===== src/rtl/fir_coef_bank_ctrl.sv =====
// fir_coef_bank_ctrl
// Double-buffered coefficient manager for the FIR datapath. The host writes
// taps into the shadow bank, then pulses commit; the banks swap on the next
// accepted sample, and settled_o reports when the FIR output has been computed
// only from the new taps.
//
// Ports:
//   clk, rst_n        clock, synchronous active-low reset
//   wr_en/wr_addr/wr_data  shadow tap write (index 0..N)
//   commit            request a bank swap (1-cycle pulse)
//   sample_en         FIR input strobe (same as FIR data_i_en)
//   coef_o            active bank, tap k at [k*CW +: CW], CW = width_H+width_W
//   bank_o            active bank index
//   busy_o            commit pending or flushing
//   settled_o         FIR output depends only on the active bank
//   err_o             1-cycle pulse on a rejected write and/or commit
//
// Optional macro FIR_COEF_SYM_MIRROR_EN: an accepted write to tap k also
// writes tap N-k (symmetric linear-phase load).
module fir_coef_bank_ctrl #(
  parameter int width_H   = 5,
  parameter int width_W   = 20,
  parameter int N         = 32,
  parameter int log_N     = 5,
  parameter int FLUSH_LEN = N + log_N + 2
) (
  input  logic                                   clk,
  input  logic                                   rst_n,
  input  logic                                   wr_en,
  input  logic [log_N:0]                         wr_addr,
  input  logic [width_H+width_W-1:0]             wr_data,
  input  logic                                   commit,
  input  logic                                   sample_en,
  output logic [(N+1)*(width_H+width_W)-1:0]     coef_o,
  output logic                                   bank_o,
  output logic                                   busy_o,
  output logic                                   settled_o,
  output logic                                   err_o
);

  localparam int CW   = width_H + width_W;
  localparam int AW   = log_N + 1;
  localparam int CNTW = (FLUSH_LEN > 1) ? $clog2(FLUSH_LEN) : 1;

  localparam logic [CW-1:0]   ONE      = CW'(1) << width_W;
  localparam logic [AW-1:0]   N_A      = AW'(N);
  localparam logic [CNTW-1:0] CNT_LAST = CNTW'(FLUSH_LEN - 1);

  typedef enum logic [1:0] {IDLE, PEND, FLUSH} state_t;

  state_t                  state;
  logic [CNTW-1:0]         flush_cnt;
  logic [CW-1:0]           mem [2][N+1];
  logic [(N+1)*CW-1:0]     shadow_flat;
  logic                    wr_ok;
  logic                    wr_rej;
  logic                    cmt_rej;

  // Shadow bank flattened so it can be loaded into coef_o in one edge.
  always_comb begin
    shadow_flat = '0;
    for (int unsigned k = 0; k <= N; k++)
      shadow_flat[k*CW +: CW] = mem[~bank_o][k];
  end

  always_comb begin
    wr_ok   = wr_en && (state != PEND) && (wr_addr <= N_A);
    wr_rej  = wr_en && !wr_ok;
    cmt_rej = commit && (state != IDLE);
  end

  always_ff @(posedge clk) begin
    if (!rst_n) begin
      for (int unsigned k = 0; k <= N; k++) begin
        mem[0][k]           <= (k == 0) ? ONE : '0;
        mem[1][k]           <= (k == 0) ? ONE : '0;
        coef_o[k*CW +: CW]  <= (k == 0) ? ONE : '0;
      end
      state     <= IDLE;
      flush_cnt <= '0;
      bank_o    <= 1'b0;
      busy_o    <= 1'b0;
      settled_o <= 1'b1;
      err_o     <= 1'b0;
    end else begin
      err_o <= wr_rej || cmt_rej;

      if (wr_ok) begin
        mem[~bank_o][wr_addr] <= wr_data;
`ifdef FIR_COEF_SYM_MIRROR_EN
        mem[~bank_o][N_A - wr_addr] <= wr_data;
`endif
      end

      case (state)
        IDLE: begin
          if (commit) begin
            state  <= PEND;
            busy_o <= 1'b1;
          end
        end
        PEND: begin
          // Writes are blocked here, so the shadow is stable when copied.
          if (sample_en) begin
            bank_o    <= ~bank_o;
            coef_o    <= shadow_flat;
            flush_cnt <= '0;
            settled_o <= 1'b0;
            state     <= FLUSH;
          end
        end
        FLUSH: begin
          if (sample_en) begin
            if (flush_cnt == CNT_LAST) begin
              settled_o <= 1'b1;
              busy_o    <= 1'b0;
              state     <= IDLE;
            end else begin
              flush_cnt <= flush_cnt + 1'b1;
            end
          end
        end
        default: state <= IDLE;
      endcase
    end
  end

endmodule


===== config.mk =====
export PLATFORM = sky130hd
export DESIGN_NAME = fir_coef_bank_ctrl
export DESIGN_NICKNAME = d
export VERILOG_FILES = /design/src/rtl/fir_coef_bank_ctrl.sv
export SDC_FILE = /design/constraint.sdc
export NUM_CORES = 2
export LEC_CHECK = 0
export BUFFER_PORTS_ARGS = -buffer_cell sky130_fd_sc_hd__buf_2
export CORE_ASPECT_RATIO = 2
export CORE_MARGIN = 3
export CORE_UTILIZATION = 59
export DETAILED_ROUTE_END_ITERATION = 10
export PLACE_DENSITY = 0.79
export SYNTH_ARGS = -nofsm -noshare
export SYNTH_HDL_FRONTEND = slang
export SYNTH_SLANG_ARGS = --single-unit

===== constraint.sdc =====
create_clock -name clk -period 4.5 [get_ports clk]
set_clock_uncertainty 0.05 [all_clocks]
set_input_delay 0.45 -clock clk [delete_from_list [all_inputs] [get_ports clk]]
set_output_delay 0.45 -clock clk [all_outputs]
set_load 0.005 [all_outputs]

### Yosys cells after proc, flatten, opt, wreduce, memory -nomap -nowiden

Memory sizes are Yosys's and may differ from the RTL's. A register that Yosys moved wholly into a read port is not among the register bits.
Cells that the tools add are included.

| word-level totals | value |
|---|---|
| register bits after elaboration | 12 |
| logic and storage cells | 66 |
| input port bits | 36 |
| RAM bits | 1,650 |
| memories kept | 1 |

Memory list:

| memory | words | width | rd ports | clocked after Yosys merged registers in | write ports | line | source |
|---|---|---|---|---|---|---|---|
| mem | 2 | 825 | 1 | 1 | 2 | 53 | `logic [CW-1:0] mem [2][N+1];` |

| operators by class | value |
|---|---|
| bitwise gates (word level) | 2 |
| eq/ne operators | 9 |
| add/subtract/negate cells | 1 |
| magnitude comparators | 3 |
| multiplexer cells | 26 |
| reduce and logical (&&, ||, !) cells | 18 |

Operator list:

| cell | number |
|---|---|
| $mux W825 | 3 |
| $reduce_or A825 Y1 | 1 |
| $demux W25 S6 | 1 |
| $mux W25 | 1 |
| $mux W6 | 3 |
| $reduce_and A4 Y1 | 4 |
| $pmux W6 S2 | 1 |
| $mux W1 | 10 |
| $ne A2 B2 Y1 const B | 5 |
| $mux W2 | 4 |
| $ge A7 B7 Y1 const B | 1 |
| $lt A7 B1 Y1 const B | 1 |
| $not A6 Y7 | 1 |
| $add A6 B1 Y6 const B | 1 |
| $eq A6 B6 Y1 const B | 1 |
| $le A6 B6 Y1 const B | 1 |
| $pmux W2 S3 | 1 |
| $reduce_bool A2 Y1 | 3 |
| $logic_and A1 B1 Y1 | 5 |
| $pmux W1 S2 | 2 |
| $eq A2 B1 Y1 const B | 1 |
| $eq A2 B2 Y1 const B | 1 |
| $logic_not A1 Y1 | 2 |
| $logic_not A2 Y1 | 1 |
| other kinds (4) | 4 |

### Logic depth before layout (Yosys ltp)

| logic depth | value |
|---|---|
| depth in word-level cells | 8 |
| gate-level depth with buffers | 8 |
| mapped depth without buffers | 6 |

### Worst setup path after synthesis

Ideal clock, no wire load.

| timing path | value |
|---|---|
| path kind | input-to-reg |
| start point | input port wr_addr[3] |
| end point | memory mem[1][225] in the netlist's numbering, enable pin |
| arrival | 3,345 ps |
| stages on the path | 6 |
| required time | 4,008 ps |
| slack | 663 ps |
| library setup time | 442 ps |
| cells stage by stage | buf_4 nor3b_2 nand3_2 buf_1 clkbuf_1 o21ai_0 |

RTL lines:

| item | line | source |
|---|---|---|
| start: declaration | 30 | `input logic [log_N:0] wr_addr,` |
| end: declaration | 53 |  |

==> results.txt <==
- Category of the worst setup path capture point: flop
* Path type of the worst min-delay path: input pin to flop
* Most used cell, CP: buf_4
- P_leak: between 30 and 40 nW
- In the global route stage, overall resource usage came out at 0.345.
- After synthesis, the netlist uses 53 different library cells.
* Leading cell types in the layout, fill and taps excluded: nor2_1 (1944), edfxtp_1 (1650), buf_2 (863)
- Insertion delay to the later sink of the worst-skew pair: about 0.84 ns
* Largest family of logic cells by synthesized area: simple AND/OR/NAND/NOR gates
- In the final routed layout, each cell accounts on average for around 28 um.
* Post-route non-filler standard cell count: 10700
- Initial antenna violation count: 25
- Average via count per standard cell: just over 6
* Final setup violation count: 0
* Maximum number of pins on one net before global-route repair: 247
- In the finished design, the share of the clock period the worst path needs comes to 0.777.
* Synthesis warning total: 0
* Number of global-route vias before repair: 63500
- The die covers between 150000 and 200000 sq um.
- Share of synthesized area occupied by flip-flops and latches: 0.685
- The critical path is of the input pin to flop type.
- In this run the standard cell core region covers 163000 sq um.
- Max-cap violations in this run came to 0.
- Routed wire length: slightly below 300 mm
- Detail Placement HPWL: 197 mm
- Fraction of synthesis flops using an asynchronous set or reset pin: 0
- Synthesized area divided by synthesized cell count: around 12 sq um
- Global routing finished with a remaining overflow of 0.
* Slowest Stage Delay on Critical Path: 0.71 ns
- After clock tree synthesis, the clock-pin slew on the worst setup and hold paths is about 0.070 ns.
- H-tree lvl count: 4
* Largest delay share family, worst path: buffers and inverters
- Compound-Gate Fraction of Synth Area: 0.0688
* Slowest stage cell, crit path: nand2_1
- The tree is rooted in a clkbuf_16.
* Residual antenna-violating net count after detailed routing: 0
- Placed cell areas: 103000 sq um
- The first global-routing pass estimated 426 mm of wire.
- RSZ-0062 raised after global routing: no
* Buffers and inverters on the worst path: 4
* Critical path startpoint category: input pin
* Initial Util: 0.595
- Required arrival time at the worst endpoint: 4.92 ns
* Post-synthesis share of cell area spent on full adders, half adders and majority gates: 0.000259
- Of the post-synthesis cell area, the part taken by muxes is 0.0854.
- Cells resized by post-CTS repair: 0
- After the first detailed-routing iteration, the DRC count stood at slightly below 8000.
- For this run, design rule violations remaining after detail routing come to 0.
* Count of placed standard cells including taps: roughly 10000
- Length of the first detailed-routing pass in iterations: 7
* Count of flip-flops with a built-in enable after synthesis: approximately 1700
- Data on the critical path arrives at its endpoint at 3.92 ns.
* Cell-by-cell listing of the critical path: dlygate4sd3_1, buf_4, buf_4, nor3b_1, nand2_1, o21ai_2, buf_4
- Number of CTS-inserted buffers: 206
- For this design the ratio of total power to cell area is approximately 440 nW/um^2.
* Max-slew violation count: 0
- In this run the horizontal extent of the chip is 292 um.
- GP Congestion: 0.958
- Once layout is done, the placed cells without fillers occupy approximately 110000 sq um.
- The worst path in the final design needs a cycle of 3.50 ns, including I/O delays and setup.
- Clock tree from TritonCTS: done
- Flop-to-flop setup slack: between 1 and 1.5 ns
- VDD sags by at most 0.337 mV.
- Of the cells placed in the final design, the portion with a size suffix greater than 1 is 0.173.
- Port bufs: 864
- Parity-gate share of the synthesized area counting xor and xnor cells: 0.0000905
* Post-synth net total: a little under 8000
- Relative to the synthesized area, the layout overhead comes to 13.8%.
- Number of fillers in the final layout: between 10000 and 15000
* Result of the run: finished clean
- Synthesized flop and latch total: roughly 2500
- Count of mapped cells out of synthesis: 7774
- From bottom edge to top edge, the die measures slightly below 600 um.
- Row generation in the floorplan step produced roughly 210 rows.
- Along the worst path, the maximum fanout reaches 30.
- Layout net count: roughly 8400
* Transition time at the pin with the least slew margin: ~1.3 ns
* Achievable Freq: 286 MHz
* Post-CTS Setup Repair Bufs: 0
- roughly 870 I/O pins were placed.
* Simple-gate portion of the synthesized area: 0.129
- Fin Setup TNS: 0 ns
* Maximum buffer depth of the clock tree: 4
- Leading register cell type out of synthesis: edfxtp_1
- The clock net in this run drives a total of approximately 2500 sinks.
- Number of endpoints with negative hold slack in the final report: 0
* Fin util: 0.677
* Headroom to the max-slew limit: 0.163
- Post-synth design cell area: 96800 sq um
- Leaving out fill and tap cells, the most frequent cell in the layout is nor2_1.
- Detailed routing inserted a total of approximately 65000 vias.
* Number of hold buffers added after CTS: 3
## Yosys cell counts (7+ instances only)
library cell,n,share of area
dfxtp_1,837,0.17
or3_1,7,0.00045
nand2_1,299,0.012
and2_1,554,0.036
a21oi_1,8,0.00041
buf_6,15,0.0017
edfxtp_1,1650,0.51
nand2b_1,9,0.00058
buf_2,272,0.014
mux2i_1,826,0.085
nand3_1,12,0.00062
clkbuf_1,341,0.013
a211oi_1,824,0.064
nor2_1,1946,0.075
buf_4,10,0.00078
o21ai_0,65,0.0034
nor3_1,9,0.00047
buf_1,21,0.00081
## flip-flops by register name (all words and copies together) (netlist names)
signal / count
bank_o: 1
mem: 1650
state: 2
busy_o: 1
settled_o: 1
flush_cnt: 6
coef_o: 825
err_o: 1
## cell type report
cell class	instances	area, sq um	share of cell area
clock inverter	106	1360	0.0123
sequential	2487	66300	0.602
timing repair buffer	1057	6100	0.0553
multi-input combinational	4619	27800	0.253
inverter	5	26.3	0.000239
tap	2110	2640	0.0240
clock buffer	272	5810	0.0528
antenna	19	47.5	0.000432
## metal layers
metal  wire (um)  track usage  vias to the layer above
li1            -            -                    28700
met1       99900        0.415                    31400
met2      140000        0.559                     4134
met3       35200       0.0875                      904
met4       22000        0.217                       12
met5          94            0                        -
## cell families after synthesis
kind of cell	count (synthesis)
adders and majority gates	2
muxes	826
xor gates and xnor gates	1
and+or+nand+nor	2877
buffers and inverters	668
DFF	2487
AOI/OAI and AO/OA	913
## worst paths after layout
check                                                  to  cells after the start                     start
worst max-delay path            mem[1][802]$_SDFFCE_PN0P_                      7                     rst_n
worst max register to register    mem[1][0]$_SDFFCE_PN0P_                      5     state[1]$_SDFFE_PN0P_
worst min-delay path              coef_o[20]$_SDFFE_PN1P_                      4                 sample_en
worst min register to register   coef_o[518]$_SDFFE_PN0P_                      2  coef_o[518]$_SDFFE_PN0P_
## power by group
part           internal (W)  switching [W]
logic               0.00119        0.00246
clock network        0.0108        0.00832
registers            0.0252       0.000566
total                0.0372         0.0113
## per-stage QoR
stage / total power (W) / setup slack, ns / hold WS (ns)
5_1_grt: 0.0498 / 0.837 / 0.0555
4_1_cts: 0.0486 / 1.14 / 0.00450
6_report: 0.0486 / 1.00 / 0.0367
2_1_floorplan: 0.0282 / 0.663 / 0.421
3_5_place_dp: 0.0299 / 0.812 / 0.432
3_3_place_gp: 0.0298 / 0.848 / 0.433
## worst reg2reg max path, delay by kind of cell, from the launching register on
| family | cells | cell delay, ns |
|---|---|---|
| flops | 1 | 0.76 |
| buf+inv | 1 | 0.28 |
| simple gates | 4 | 1.68 |
Note: power is estimated with default switching activity, not from simulation.
